File: config.mk
export PLATFORM = sky130hd
export DESIGN_NAME = mips_multicycle_ctrl
export DESIGN_NICKNAME = d
export VERILOG_FILES = /design/src/rtl/mips_ctrl_pkg.sv /design/src/rtl/mips_ctrl_decode.sv /design/src/rtl/mips_multicycle_ctrl.sv
export SDC_FILE = /design/constraint.sdc
export NUM_CORES = 1
export LEC_CHECK = 0
export ABC_CLOCK_PERIOD_IN_PS = 4160
export CORE_MARGIN = 2
export CORE_UTILIZATION = 44
export CTS_CLUSTER_SIZE = 40
export DETAILED_ROUTE_END_ITERATION = 10
export GPL_ROUTABILITY_DRIVEN = 0
export MAX_ROUTING_LAYER = met4
export PLACE_DENSITY_LB_ADDON = 0.2
export SLEW_MARGIN = 0
export SYNTH_ARGS = -nofsm -noshare
export SYNTH_HDL_FRONTEND = slang
export SYNTH_SLANG_ARGS = --single-unit
File: constraint.sdc
create_clock -name clk -period 4.16 [get_ports clk]
set_input_delay 0.416 -clock clk [delete_from_list [all_inputs] [get_ports clk]]
set_output_delay 0.416 -clock clk [all_outputs]
set_load 0.01 [all_outputs]
File: src/rtl/mips_ctrl_pkg.sv
// Shared opcodes, ALU selects, trap causes, FSM states and the strobe bundle
// for the multi-cycle MIPS control unit.
package mips_ctrl_pkg;

    localparam logic [5:0] OP_RTYPE = 6'b000000;
    localparam logic [5:0] OP_LW    = 6'b100011;
    localparam logic [5:0] OP_SW    = 6'b101011;
    localparam logic [5:0] OP_BEQ   = 6'b000100;
    localparam logic [5:0] OP_ADDI  = 6'b001000;

    localparam logic [1:0] ALU_ADD   = 2'b00;
    localparam logic [1:0] ALU_SUB   = 2'b01;
    localparam logic [1:0] ALU_FUNCT = 2'b10;

    localparam logic [1:0] TRAP_NONE        = 2'b00;
    localparam logic [1:0] TRAP_ILLEGAL     = 2'b01;
    localparam logic [1:0] TRAP_MEM_TIMEOUT = 2'b10;

    typedef enum logic [2:0] {
        ST_RST,
        ST_FETCH,
        ST_DECODE,
        ST_EXEC,
        ST_MEM,
        ST_WB,
        ST_TRAP
    } ctrl_state_t;

    typedef struct packed {
        logic       alu_src;
        logic [1:0] alu_op;
        logic       mem_to_reg;
        logic       mem_rd;
        logic       mem_wr;
        logic       reg_wr;
        logic       pc_src;
        logic       pc_wr;
        logic       ir_wr;
        logic       instr_done;
    } ctrl_strobes_t;

    function automatic logic op_supported(input logic [5:0] op);
        logic ok;
        case (op)
            OP_RTYPE, OP_LW, OP_SW, OP_BEQ, OP_ADDI: ok = 1'b1;
            default:                                ok = 1'b0;
        endcase
        return ok;
    endfunction

endpackage

File: src/rtl/mips_ctrl_decode.sv
// Combinational strobe decode from FSM state, latched opcode, zero and mem_ready.
// Zero latency; mem_ready only gates the SW completion pulse.
module mips_ctrl_decode
    import mips_ctrl_pkg::*;
(
    input  ctrl_state_t   state,
    input  logic [5:0]    op_q,
    input  logic          zero,
    input  logic          mem_ready,
    output ctrl_strobes_t strobes
);

    always_comb begin
        strobes = '0;
        case (state)
            ST_FETCH: begin
                strobes.ir_wr = 1'b1;
                strobes.pc_wr = 1'b1;
            end
            ST_EXEC: begin
                case (op_q)
                    OP_RTYPE: strobes.alu_op = ALU_FUNCT;
                    OP_LW, OP_SW, OP_ADDI: begin
                        strobes.alu_src = 1'b1;
                        strobes.alu_op  = ALU_ADD;
                    end
                    OP_BEQ: begin
                        strobes.alu_op     = ALU_SUB;
                        strobes.pc_src     = 1'b1;
                        strobes.pc_wr      = zero;
                        strobes.instr_done = 1'b1;
                    end
                    default: ;
                endcase
            end
            ST_MEM: begin
                // Address operands held so the memory sees a stable address while waiting
                strobes.alu_src    = 1'b1;
                strobes.alu_op     = ALU_ADD;
                strobes.mem_rd     = (op_q == OP_LW);
                strobes.mem_wr     = (op_q == OP_SW);
                strobes.instr_done = (op_q == OP_SW) && mem_ready;
            end
            ST_WB: begin
                strobes.reg_wr     = 1'b1;
                strobes.instr_done = 1'b1;
                if (op_q == OP_LW) begin
                    strobes.mem_to_reg = 1'b1;
                end else if (op_q == OP_ADDI) begin
                    strobes.alu_src = 1'b1;
                    strobes.alu_op  = ALU_ADD;
                end else if (op_q == OP_RTYPE) begin
                    strobes.alu_op = ALU_FUNCT;
                end
            end
            default: ;
        endcase
    end

endmodule

File: src/rtl/mips_multicycle_ctrl.sv
// Multi-cycle MIPS control FSM with memory-ready timeout, illegal-opcode trap and retire counter.
// BEQ 3, R/ADDI 4, SW 4+waits, LW 5+waits cycles; stalls in MEM until mem_ready or timeout.
module mips_multicycle_ctrl
    import mips_ctrl_pkg::*;
#(
    parameter int CNT_W       = 32,
    parameter int MEM_TIMEOUT = 16
) (
    input  logic             clk,
    input  logic             rst,
    input  logic [5:0]       Instruction,
    input  logic             zero,
    input  logic             mem_ready,
    output logic             ALUSrc,
    output logic [1:0]       ALUOp,
    output logic             MemtoReg,
    output logic             MemRd,
    output logic             MemWr,
    output logic             RegWr,
    output logic             PCSrc,
    output logic             PCWr,
    output logic             IRWr,
    output logic             instr_done,
    output logic [CNT_W-1:0] retired,
    output logic             trap,
    output logic [1:0]       trap_cause
);

    localparam logic [7:0] TIMEOUT_LIM = 8'(MEM_TIMEOUT);

    ctrl_state_t   state;
    ctrl_state_t   state_nxt;
    logic [5:0]    op_q;
    logic [7:0]    wait_cnt;
    logic          mem_expired;
    logic          trap_set;
    logic [1:0]    cause_nxt;
    ctrl_strobes_t strobes;

    // Counter would hit the limit at the end of this cycle with no completion
    assign mem_expired = !mem_ready && ((wait_cnt + 8'd1) == TIMEOUT_LIM);

    always_comb begin
        state_nxt = state;
        trap_set  = 1'b0;
        cause_nxt = TRAP_NONE;
        case (state)
            ST_RST:    state_nxt = ST_FETCH;
            ST_FETCH:  state_nxt = ST_DECODE;
            ST_DECODE: begin
                if (op_supported(Instruction)) begin
                    state_nxt = ST_EXEC;
                end else begin
                    state_nxt = ST_TRAP;
                    trap_set  = 1'b1;
                    cause_nxt = TRAP_ILLEGAL;
                end
            end
            ST_EXEC: begin
                case (op_q)
                    OP_BEQ:       state_nxt = ST_FETCH;
                    OP_LW, OP_SW: state_nxt = ST_MEM;
                    default:      state_nxt = ST_WB;
                endcase
            end
            ST_MEM: begin
                if (mem_ready) begin
                    if (op_q == OP_LW) begin
                        state_nxt = ST_WB;
                    end else begin
                        state_nxt = ST_FETCH;
                    end
                end else if (mem_expired) begin
                    state_nxt = ST_TRAP;
                    trap_set  = 1'b1;
                    cause_nxt = TRAP_MEM_TIMEOUT;
                end
            end
            ST_WB:   state_nxt = ST_FETCH;
            ST_TRAP: state_nxt = ST_TRAP;
            default: state_nxt = ST_RST;
        endcase
    end

    always_ff @(posedge clk) begin
        if (rst) begin
            state      <= ST_RST;
            op_q       <= '0;
            wait_cnt   <= '0;
            retired    <= '0;
            trap       <= 1'b0;
            trap_cause <= TRAP_NONE;
        end else begin
            state <= state_nxt;
            if (state == ST_DECODE) begin
                op_q <= Instruction;
            end
            if (state == ST_MEM && !mem_ready) begin
                wait_cnt <= wait_cnt + 8'd1;
            end else begin
                wait_cnt <= '0;
            end
            if (strobes.instr_done) begin
                retired <= retired + CNT_W'(1);
            end
            if (trap_set) begin
                trap       <= 1'b1;
                trap_cause <= cause_nxt;
            end
        end
    end

    mips_ctrl_decode u_decode (
        .state     (state),
        .op_q      (op_q),
        .zero      (zero),
        .mem_ready (mem_ready),
        .strobes   (strobes)
    );

    assign ALUSrc     = strobes.alu_src;
    assign ALUOp      = strobes.alu_op;
    assign MemtoReg   = strobes.mem_to_reg;
    assign MemRd      = strobes.mem_rd;
    assign MemWr      = strobes.mem_wr;
    assign RegWr      = strobes.reg_wr;
    assign PCSrc      = strobes.pc_src;
    assign PCWr       = strobes.pc_wr;
    assign IRWr       = strobes.ir_wr;
    assign instr_done = strobes.instr_done;

endmodule

==> run metrics, run 1 <==
status completed; worst-margin pin slew 600 ps; Yosys reg bits 52; Worst Hold Class reg -> reg; total CTS buffers 5; die width 82.0 um; CTS Hold Buffers Added 0; P_int 0.712 mW; nets@finish 370; Synth Area in Compound Gates 20.1%; DP HPWL 4.06 mm; Vias/cell 5.45; routed wire length 5.80 mm; maximum clock frequency 347 MHz; worst endpoint required time 3740 ps; CP Capture Type output pin; CP max FO 18; first-pass GRT wire length 9.67 mm; CP max-delay cell clkdlybuf4s50_1; postcts setup bufs 0; Max Cap Violations 0; number of remaining DRC errors 0; Post-synth EDFFs 0; # setup viols final 0; RSZ-0062 raised after global routing no; TNS Setup 0 ps; Synthesized Nets 324; clk sinks 52; # diodes 0; logic gate share of total power 17.7%; largest family of logic cells by synthesized area simple AND/OR/NAND/NOR gates; Pleak 1.03 nW; Synth async-reset ratio 0%; xor-xnor portion of the synthesized cell area 6.87%; Top FF cell, synth dfxtp_1; CTS tree done; gr ovfl total 0; commonest non-fill, non-tap cell in the layout clkdlybuf4s50_1; switching share of total power 27.2%; Final Max Tran Viols 0; CTS H-tree depth 2; Longest Clk Path Bufs 2; post-synthesis adder-cell area fraction 1.40%; starting density of the core 45.5%; largest net degree at the start of global routing 47; worst rel slew slack 58.9%; Die Y 82.0 um; most frequent cells in the layout clkdlybuf4s50_1, dfxtp_1, nor2_1; vias in the first global route 2122; Synth Instances 311; Clock power frac 26.5%; routed via count 2344; mux contribution to synthesized area 2.24%; die area 6730 um2; register area share after synthesis 38.9%; critical path's top delay family buffers and inverters; syn avg cell area 8.61 um2; Setup Skew 8.35 ps; Design Area, Final 3310 um2; FP Rows 28; Placement Cell Area 3240 um2; post-route ant nets 0; drt wl/cell 13.5 um; worst stage delay on the critical path 520 ps; Crit Path Class reg -> out; crit path cell chain nand2b_1 > or2_1 > inv_2 > a41oi_4 > nand2_1 > clkdlybuf4s50_1; io pins 56; total core area 5890 um2; share of layout cells above drive strength 1 4.79%; PD cells 295 nW/um2; startpoint types flip-flop; fin crit share 69.3%; Final min period 2880 ps; library cells used by synthesis 52; post-synthesis cell area 2680 um2; Syn-to-layout area delta 23.7%; clk slew on worst S/H paths 80 ps; Final Hold Viols 0; Switching Power 0.266 mW; DR iter-0 viols 109; clk_lat worst skew 300 ps; r2r setup slk 1710 ps; VDD IR-drop max 0.000169 V; simple logic cell fraction of the synthesized area 25.2%; initial antenna violation count 0; first-pass iteration count of the detailed router 4; GRT Util Overall 18.6%; clock tree root buffer cell clkbuf_8; Hold WS 457 ps; Port Buffer Count 55; worst path arrival time 2460 ps; Seq pwr share 55.8%; Ys Warns 0; Resize count post-CTS 0; worst path bufs/invs 2
flip-flops by register name, indices dropped and copies added, names as in the netlist:
| register | count |
|---|---|
| op_q | 6 |
| retired | 32 |
| trap | 1 |
| wait_cnt | 8 |
| state | 3 |
| trap_cause | 2 |
routing by layer:
layer,vias to the layer above,track usage [%],share of wire [%]
li1,1199,-,-
met1,1100,25.6,52
met2,40,28.4,44
met3,5,3.30,3.2
met4,0,4.67,0.72
met5,-,-,0
worst reg2reg max path: cells and delay by family (launching register included):
family	cells	cell delay (ps)
AND/OR/NAND/NOR	2	360
AO/OA/AOI/OAI	4	1420
buffers and inverters	1	70
flip-flops	1	510
logic make-up after synthesis:
logic type / after synthesis
muxes: 6
adders and majority gates: 3
AOI/OAI and AO/OA: 74
xor gates and xnor gates: 21
buffers and inverters: 32
DFF: 52
and+or+nand+nor: 123
metrics by stage:
step	power, mW	cells	worst slack, ps	util (%)
final	0.978	430	1280	56.3
after global routing	1.03	430	1120	56.3
after CTS	0.993	430	1280	56.3
after detailed placement	0.730	425	1610	55.1
after global placement	0.728	425	1700	55.1
after floorplan	0.670	311	2170	-
worst paths after layout:
| kind | start | depth (start not counted) | to |
|---|---|---|---|
| setup / recovery | state[1] | 6 | instr_done |
| setup reg to reg | state[1] | 7 | retired[17] |
| hold / removal | trap_cause[1] | 2 | trap_cause[1] |
| hold reg to reg | trap_cause[1] | 2 | trap_cause[1] |
final cells by class:
class | instances | area, um2
Fill cell | 545 | 2570
Clock buffer | 5 | 68.8
Inverter | 15 | 56.3
Timing Repair Buffer | 56 | 558
Tap cell | 75 | 93.8
Multi-Input combinational cell | 227 | 1500
Sequential cell | 52 | 1040
power groups by stage:
stage / Combinational [mW] / Clock, mW / Sequential [mW]
final: 0.173 / 0.259 / 0.546
after floorplan: 0.124 / 0 / 0.545
after detailed placement: 0.174 / 0 / 0.557
after global routing: 0.189 / 0.290 / 0.550
after global placement: 0.172 / 0 / 0.556
after CTS: 0.174 / 0.273 / 0.545
synthesized netlist by cell type (3+ instances only):
cell / n / area (um2)
a2111oi_0: 6 / 52.6
a211oi_1: 6 / 45.0
a21o_1: 5 / 37.5
a21oi_1: 28 / 140
and2_1: 4 / 25.0
and3_1: 8 / 50.1
and4_1: 4 / 35.0
buf_2: 3 / 15.0
buf_4: 3 / 22.5
clkbuf_1: 9 / 33.8
dfxtp_1: 52 / 1040
ha_1: 3 / 37.5
inv_1: 13 / 48.8
mux2i_1: 6 / 60.1
nand2_1: 19 / 71.3
nand2b_1: 5 / 31.3
nand3_1: 15 / 75.1
nand4_1: 5 / 31.3
nor2_1: 36 / 135
nor3_1: 4 / 20.0
o21ai_0: 5 / 25.0
o31ai_1: 7 / 52.6
or3_1: 5 / 31.3
or4_1: 7 / 52.6
xnor2_1: 17 / 149
xor2_1: 4 / 35.0
No activity file was read; power rests on OpenSTA's default activity.
==> run 2, diff against run 1 <==
--- a/config.mk
+++ b/config.mk
@@ -5,7 +5,7 @@
 export SDC_FILE = /design/constraint.sdc
 export NUM_CORES = 1
 export LEC_CHECK = 0
-export ABC_CLOCK_PERIOD_IN_PS = 4160
+export ABC_CLOCK_PERIOD_IN_PS = 2990
 export CORE_MARGIN = 2
 export CORE_UTILIZATION = 44
 export CTS_CLUSTER_SIZE = 40
==> constraint.sdc (replaced) <==
create_clock -name clk -period 2.99 [get_ports clk]
set_input_delay 0.299 -clock clk [delete_from_list [all_inputs] [get_ports clk]]
set_output_delay 0.299 -clock clk [all_outputs]
set_load 0.01 [all_outputs]
==> run 2 against run 1 <==
  * Sequential power grew 40%
  * Clock power rose by 57%
  * Via count is 1.5% higher
  * First-iteration DRC count rose by 76%
  * Critical endpoint unchanged
  * Combinational power rose by 38%
  * Die area unchanged
  * Register-to-register slack lost 1100 ps
  * Non-clock buffer count did not move
==> run metrics, run 2 (same netlist as run 1, synthesis figures left out) <==
status completed; Switching Power 0.381 mW; worst endpoint required time 2690 ps; clk slew on worst S/H paths 90 ps; die area 6730 um2; Port Buffer Count 55; Non-Filler Instances 433; initial antenna violation count 0; clk sinks 52; largest net degree at the start of global routing 46; total core area 5890 um2; Vias/cell 5.49; startpoint types flip-flop; Die Y 82.0 um; GRT Util Overall 18.7%; post-route ant nets 0; CP max-delay cell dfxtp_1; fin crit share 91.9%; VDD IR-drop max 0.000207 V; routed wire length 5.91 mm; CTS H-tree depth 2; CP max FO 18; Overall Power 1.41 mW; worst stage delay on the critical path 530 ps; drt wl/cell 13.7 um; worst-margin pin slew 605 ps; Placed Cells 425; Seq pwr share 54.1%; vias in the first global route 2080; max reg flops 32; logic gate share of total power 17.0%; FP Rows 28; total CTS buffers 5; Final min period 2750 ps; CP Capture Type output pin; clock tree root buffer cell clkbuf_8; CTS tree done; Longest Clk Path Bufs 2; first-pass GRT wire length 9.60 mm; worst rel slew slack 59.7%; P_int 1.03 mW; RSZ-0062 raised after global routing no; crit path cell chain nand2b_1 > or2_1 > inv_2 > a41oi_4 > nand2_1 > clkdlybuf4s50_1; Pleak 1.04 nW; commonest non-fill, non-tap cell in the layout clkdlybuf4s50_1; share of layout cells above drive strength 1 5.03%; nets@finish 370; postcts setup bufs 0; routed via count 2379; first-pass iteration count of the detailed router 4; Clock power frac 28.9%; Hold WS 460 ps; Syn-to-layout area delta 24.5%; Final Hold Viols 0; switching share of total power 27.0%; # setup viols final 0; starting density of the core 45.5%; maximum clock frequency 364 MHz; Resize count post-CTS 0; Placement Cell Area 3240 um2; DR iter-0 viols 192; Worst Hold Class reg -> reg; gr ovfl total 0; Top reg by flops retired; number of remaining DRC errors 0; CTS Hold Buffers Added 0; worst path arrival time 2450 ps; PD cells 423 nW/um2; die width 82.0 um; Max Cap Violations 0; Design Area, Final 3330 um2; Setup Skew 8.53 ps; most frequent cells in the layout clkdlybuf4s50_1, dfxtp_1, nor2_1; TNS Setup 0 ps; DP HPWL 4.14 mm; Final Max Tran Viols 0; clk_lat worst skew 300 ps; Crit Path Class reg -> out; # diodes 0; io pins 56; Largest regs retired (32), wait_cnt (8), op_q (6)
## run 2: cell count changes in the layout (fill, tap and decap cells not counted)
cell,change
clkbuf_1,+2
clkbuf_8,+1
## run 2: path summary, 6_finish.rpt
kind / cells after the start / slack [ps] / end / start
setup / recovery: 6 / 240 / instr_done / state[1]
hold / removal: 2 / 460 / trap_cause[1] / trap_cause[1]
setup reg to reg: 5 / 590 / retired[15] / state[1]
hold reg to reg: 2 / 460 / trap_cause[1] / trap_cause[1]
## run 2: layout make-up
cell class | count | area [um2]
Sequential cell | 52 | 1040
Fill cell | 555 | 2550
Timing Repair Buffer | 56 | 558
Tap cell | 75 | 93.8
Inverter | 15 | 56.3
Multi-Input combinational cell | 227 | 1500
Clock buffer | 8 | 90.1
## run 2: power groups by stage
stage          registers (mW)  clock network [mW]  logic, mW
5_1_grt                 0.768               0.443      0.262
3_5_place_dp            0.776                   0      0.239
6_report                0.762               0.407      0.239
3_3_place_gp            0.774                   0      0.238
2_1_floorplan           0.759                   0      0.173
4_1_cts                 0.761               0.426      0.240
## run 2: per-layer routing
layer  vias up  global-route usage, %  routed length [um]
met1      1099                   25.3                2960
met4         0                   6.67                  71
met2        58                   28.0                2620
met3         6                   3.19                 258
met5         -                      -                   0
li1       1216                      -                   -
## run 2: stage by stage
step           worst slack, ps  util (%)
5_1_grt                   48.7      56.7
2_1_floorplan              998         -
3_5_place_dp               582      55.1
6_report                   243      56.7
3_3_place_gp               651      55.1
4_1_cts                    243      56.7
## run 2: worst max-delay path, delay by kind of cell, from the launching register on
kind	cells	cell delay [ps]
DFF	1	530
buffers and inverters	2	600
AOI/OAI and AO/OA	1	470
and+or+nand+nor	3	550
==> run 3, diff against run 2 <==
--- a/config.mk
+++ b/config.mk
@@ -10,7 +10,6 @@
 export CORE_UTILIZATION = 44
 export CTS_CLUSTER_SIZE = 40
 export DETAILED_ROUTE_END_ITERATION = 10
-export GPL_ROUTABILITY_DRIVEN = 0
 export MAX_ROUTING_LAYER = met4
 export PLACE_DENSITY_LB_ADDON = 0.2
 export SLEW_MARGIN = 0
==> results of run 3 <==
The final DEF is identical to that of run 2; final timing and power are the same.
==> patch 1: new RTL, flow settings as in run 1 <==
Set the parameter `CNT_W` to 64 (it was 32).
--- a/src/rtl/mips_multicycle_ctrl.sv
+++ b/src/rtl/mips_multicycle_ctrl.sv
@@ -3,7 +3,7 @@
 module mips_multicycle_ctrl
     import mips_ctrl_pkg::*;
 #(
-    parameter int CNT_W       = 32,
+    parameter int CNT_W       = 64,
     parameter int MEM_TIMEOUT = 16
 ) (
     input  logic             clk,
Ports: changed (resized retired); port bits go from 56 to 88. No check against the original RTL was run, so the function may have changed too.
==> patch 1 against run 1 <==
Power grew 70%; sequential share of layout area decreased by 1.3 points; highest routed layer unchanged; utilization rose by 0.35 points; synthesized cell count is 70% higher; wire length up 100%; final area increased by 69%; via count rose by 83%; synthesized area grew 68%; setup slack worse by 160 ps; sequential cell count up 32.
==> patch 1: results <==
set metrics [dict create \
    overflow 0 \
    syn_nets 543 \
    reg_top3 "retired x64, wait_cnt x8, op_q x6" \
    timing.clock.skew_ps 11.8 \
    peakVddDrop_mv 0.167 \
    grt_pass1_wl_um 19600 \
    antenna_found_initial 0 \
    wl_per_cell_um 15.8 \
    n_antenna_cell 0 \
    grt.total_usage_pct 21.8 \
    synthTopCellsByArea "dfxtp_1 37%, xnor2_1 5.0%, a21oi_1 5.0%" \
    io_buffers 87 \
    status "finished, final reports clean" \
    cp_max_fo 18 \
    clk_pin_slew_ps 90 \
    hpwl_um 8340 \
    grt_pass1_vias 3935 \
    slew_headroom_pct 34.0 \
    grt_max_degree 50 \
    critPathArrivalTime_ps 2620 \
    yosys_warnings 0 \
    via_per_inst 5.80 \
    crit_slowest_cell "or4_4" \
    dp_slack_ps 1210 \
    synth_commonest_cells "84 x dfxtp_1, 58 x nor2_1, 45 x a21oi_1" \
    drt_iter0_markers 195 \
    yosys.cell_types.count 54 \
    cpLargestDelayFamily "buffers and inverters" \
    firstDrtPassIters 4 \
    clk_latency_ps 360 \
    postCtsResizedCells 0 \
    post_cts_buffers 0 \
    async_reset_ff_share_pct 0 \
    n_fill_cell 899 \
    htreeDepth 3 \
    p_int_uw 1160 \
    max_stage_delay_ps 570 \
    root_buffer "clkbuf_8" \
    hold_class "register to register" \
    nNetsFinal 614 \
    cts_buffer_depth 2 \
    drive_above_1_share_pct 7.92 \
    cts_buffers 9 \
    seq_area_frac_synth_pct 37.3 \
    p_leak_uw 0.00161 \
]
patch 1: area by class of cell:
type / instances / area [um2] / share of cell area [%]
multi-input combinational: 396 / 2600 / 46.5
inverter: 20 / 75.1 / 1.34
timing repair buffer: 90 / 888 / 15.9
tap: 133 / 166 / 2.98
sequential: 84 / 1680 / 30.1
clock inverter: 7 / 52.6 / 0.940
clock buffer: 9 / 124 / 2.22
patch 1: cells by family after synthesis:
family	Yosys count	synth area share (%)
adder cells (fa/ha/maj)	3	0.832
AO/OA/AOI/OAI	121	20.5
AND/OR/NAND/NOR	231	27.8
multiplexers	9	2.08
buffers and inverters	50	5.24
flip-flops	84	37.3
XOR/XNOR	32	6.21
patch 1: path summary, 6_finish.rpt:
| kind | start | to | slack, ps | depth (start not counted) |
|---|---|---|---|---|
| worst max-delay path | op_q[5] | instr_done | 1120 | 6 |
| worst min register to register | trap | trap | 470 | 2 |
| worst max register to register | retired[28] | retired[48] | 1340 | 5 |
| worst min-delay path | trap | trap | 470 | 2 |
patch 1: per-stage QoR:
step / hold WS, ps / utilization [%] / instances / area [um2]
detailed placement: 457 / 54.9 / 723 / 5410
finish: 467 / 56.6 / 739 / 5590
floorplan: 433 / - / 530 / 4510
global placement: 445 / 54.9 / 723 / 5410
global route: 491 / 56.6 / 739 / 5590
CTS: 471 / 56.6 / 739 / 5590
patch 1: power groups by stage:
stage / Sequential (uW) / Clock [uW] / Combinational [uW]
global route: 883 / 591 / 272
finish: 878 / 539 / 246
global placement: 894 / 0 / 243
floorplan: 866 / 0 / 192
CTS: 877 / 552 / 246
detailed placement: 896 / 0 / 246
patch 1: metal layers:
metal | GRT usage, % | wire (um)
met3 | 2.72 | 456
met2 | 33.9 | 5390
met5 | - | 0
met4 | 7.14 | 179
met1 | 29.6 | 5630
==> patch 2: new RTL, settings of run 1 <==
Made on the original files. Re-encode `ctrl_state_t` (7 states) as Gray code, 3 bits wide.
--- a/src/rtl/mips_ctrl_pkg.sv
+++ b/src/rtl/mips_ctrl_pkg.sv
@@ -17,13 +17,13 @@
     localparam logic [1:0] TRAP_MEM_TIMEOUT = 2'b10;
 
     typedef enum logic [2:0] {
-        ST_RST,
-        ST_FETCH,
-        ST_DECODE,
-        ST_EXEC,
-        ST_MEM,
-        ST_WB,
-        ST_TRAP
+        ST_RST    = 3'b000,
+        ST_FETCH  = 3'b001,
+        ST_DECODE = 3'b011,
+        ST_EXEC   = 3'b010,
+        ST_MEM    = 3'b110,
+        ST_WB     = 3'b111,
+        ST_TRAP   = 3'b101
     } ctrl_state_t;
 
     typedef struct packed {
Check against the original RTL: no difference found for any inputs over 10 cycles, from zero or initial values and one cycle with rst high; not proved beyond that.
==> patch 2 against run 1 <==
Wire length is 4.7% higher; sequential cell count is the same; utilization grew 0.76 points; setup slack worse by 290 ps; maximum frequency fell by 9.2%; count of clock-buffer cells in the layout is 2 higher; final area increased by 0.15%; synthesized area is 2.7% lower.
Power is not compared: it rests on default switching activity, and its combinational part moved more than twofold at a synthesized area within 25%.
==> patch 2: results <==
set metrics [dict create \
    status "finished, final reports clean" \
    peakVddDrop_mv 0.222 \
    n_antenna_cell 0 \
    synth-compound-area-share_pct 20.2 \
    cts_buffers 5 \
    dp_cells 429 \
    antenna_found_initial 0 \
    hold_class "register to register" \
    worst_pin_slew_ps 812 \
    postCtsResizedCells 0 \
    synthXorXnorAreaFrac_pct 6.05 \
    yosys_warnings 0 \
    root_buffer "clkbuf_8" \
    critPathArrivalTime_ps 2760 \
    cts_buffer_depth 2 \
    clk_pin_slew_ps 90 \
    critPathLaunch "state[2]" \
    reg2reg_depth 5 \
    crit_slowest_cell "dfxtp_1" \
    timing.clock.skew_ps 4.64 \
    firstDrtPassIters 7 \
    seq_area_frac_synth_pct 39.9 \
    p_leak_uw 0.00112 \
    post_cts_buffers 0 \
    grt_pass1_vias 2289 \
    via_per_inst 5.63 \
    io_buffers 55 \
    reg_top3 "retired x32, wait_cnt x8, op_q x6" \
    async_reset_ff_share_pct 0 \
    cp_max_fo 19 \
    min_to "trap_cause[1]" \
    r2r-end "retired[21]" \
    hold_depth 2 \
    syn_nets 327 \
    clk_latency_ps 300 \
    drive_above_1_share_pct 6.08 \
    grt_max_degree 45 \
    worstHoldStart "trap_cause[1]" \
    dp_slack_ps 1270 \
    wl_per_cell_um 13.9 \
    synthAdderAreaFrac_pct 1.44 \
    via_count 2461 \
    avgSynthCellArea_um2 8.30 \
    drt_iter0_markers 88 \
    grt.total_usage_pct 20.1 \
    setup_tns_ps 0 \
    largest_reg_flops 32 \
    synth_commonest_cells "52 x dfxtp_1, 32 x a21oi_1, 30 x nor2_1" \
    htreeDepth 2 \
    max_stage_delay_ps 750 \
    synthMuxAreaShare_pct 0.384 \
    grt_pass1_wl_um 10200 \
    hpwl_um 4240 \
    synthTopCellsByArea "dfxtp_1 40%, a21oi_1 6.1%, xor2_1 4.7%" \
    postPlaceCellArea_um2 3190 \
    nNetsFinal 374 \
    yosys.cell_types.count 45 \
]
## patch 2: cell types whose count changed after synthesis, sizes merged, moves of 6 or more
| cell | run 1 | this run |
|---|---|---|
| or3 | 5 | 11 |
| a2111oi | 7 | 0 |
| o211ai | 1 | 8 |
| o21ai | 5 | 21 |
| xnor2 | 17 | 4 |
| xor2 | 4 | 14 |
| a211oi | 6 | 0 |
| nor2 | 36 | 30 |
## patch 2: per-layer routing
metal / share of wire [%] / track usage [%]
met3: 3.7 / 3.56
met4: 0.99 / 5.59
met1: 48 / 24.6
met2: 47 / 34.0
met5: 0 / -
## patch 2: worst max-delay path: cells and delay by family (launching register included)
kind,cells,cell delay (ps)
buffers and inverters,1,540
DFF,1,750
and+or+nand+nor,3,1160
## patch 2: final cells by class
class / instances / area [um2]
Clock buffer: 7 / 96.3
Clock inverter: 1 / 30.0
Fill cell: 597 / 2500
Inverter: 13 / 48.8
Multi-Input combinational cell: 233 / 1450
Sequential cell: 52 / 1040
Tap cell: 75 / 93.8
Timing Repair Buffer: 56 / 558
## patch 2: where the power goes
part           internal, uW  total (uW)  switching (uW)
sequential              506         523            17.3
combinational          39.0        80.8            41.7
clock                   212         376             164
total                   757         980             223
## patch 2: worst max-delay path by stage
stage	end	slack, ps	cells past startpoint
finish	instr_done	990	4
global route	instr_done	860	4
CTS	instr_done	1000	4
detailed placement	instr_done	1270	5
global placement	instr_done	1280	5
floorplan	retired[31]	2340	5
## patch 2: cell families after synthesis
family          after synthesis
simple gates                127
compound gates               84
flops                        52
buf+inv                      29
xor+xnor                     18
fa+ha+maj                     3
mux                           1
## patch 2: through the flow
stage	hold slack, ps	total power [uW]
finish	485	980
global route	508	1030
CTS	489	994
detailed placement	473	615
global placement	466	613
floorplan	441	581
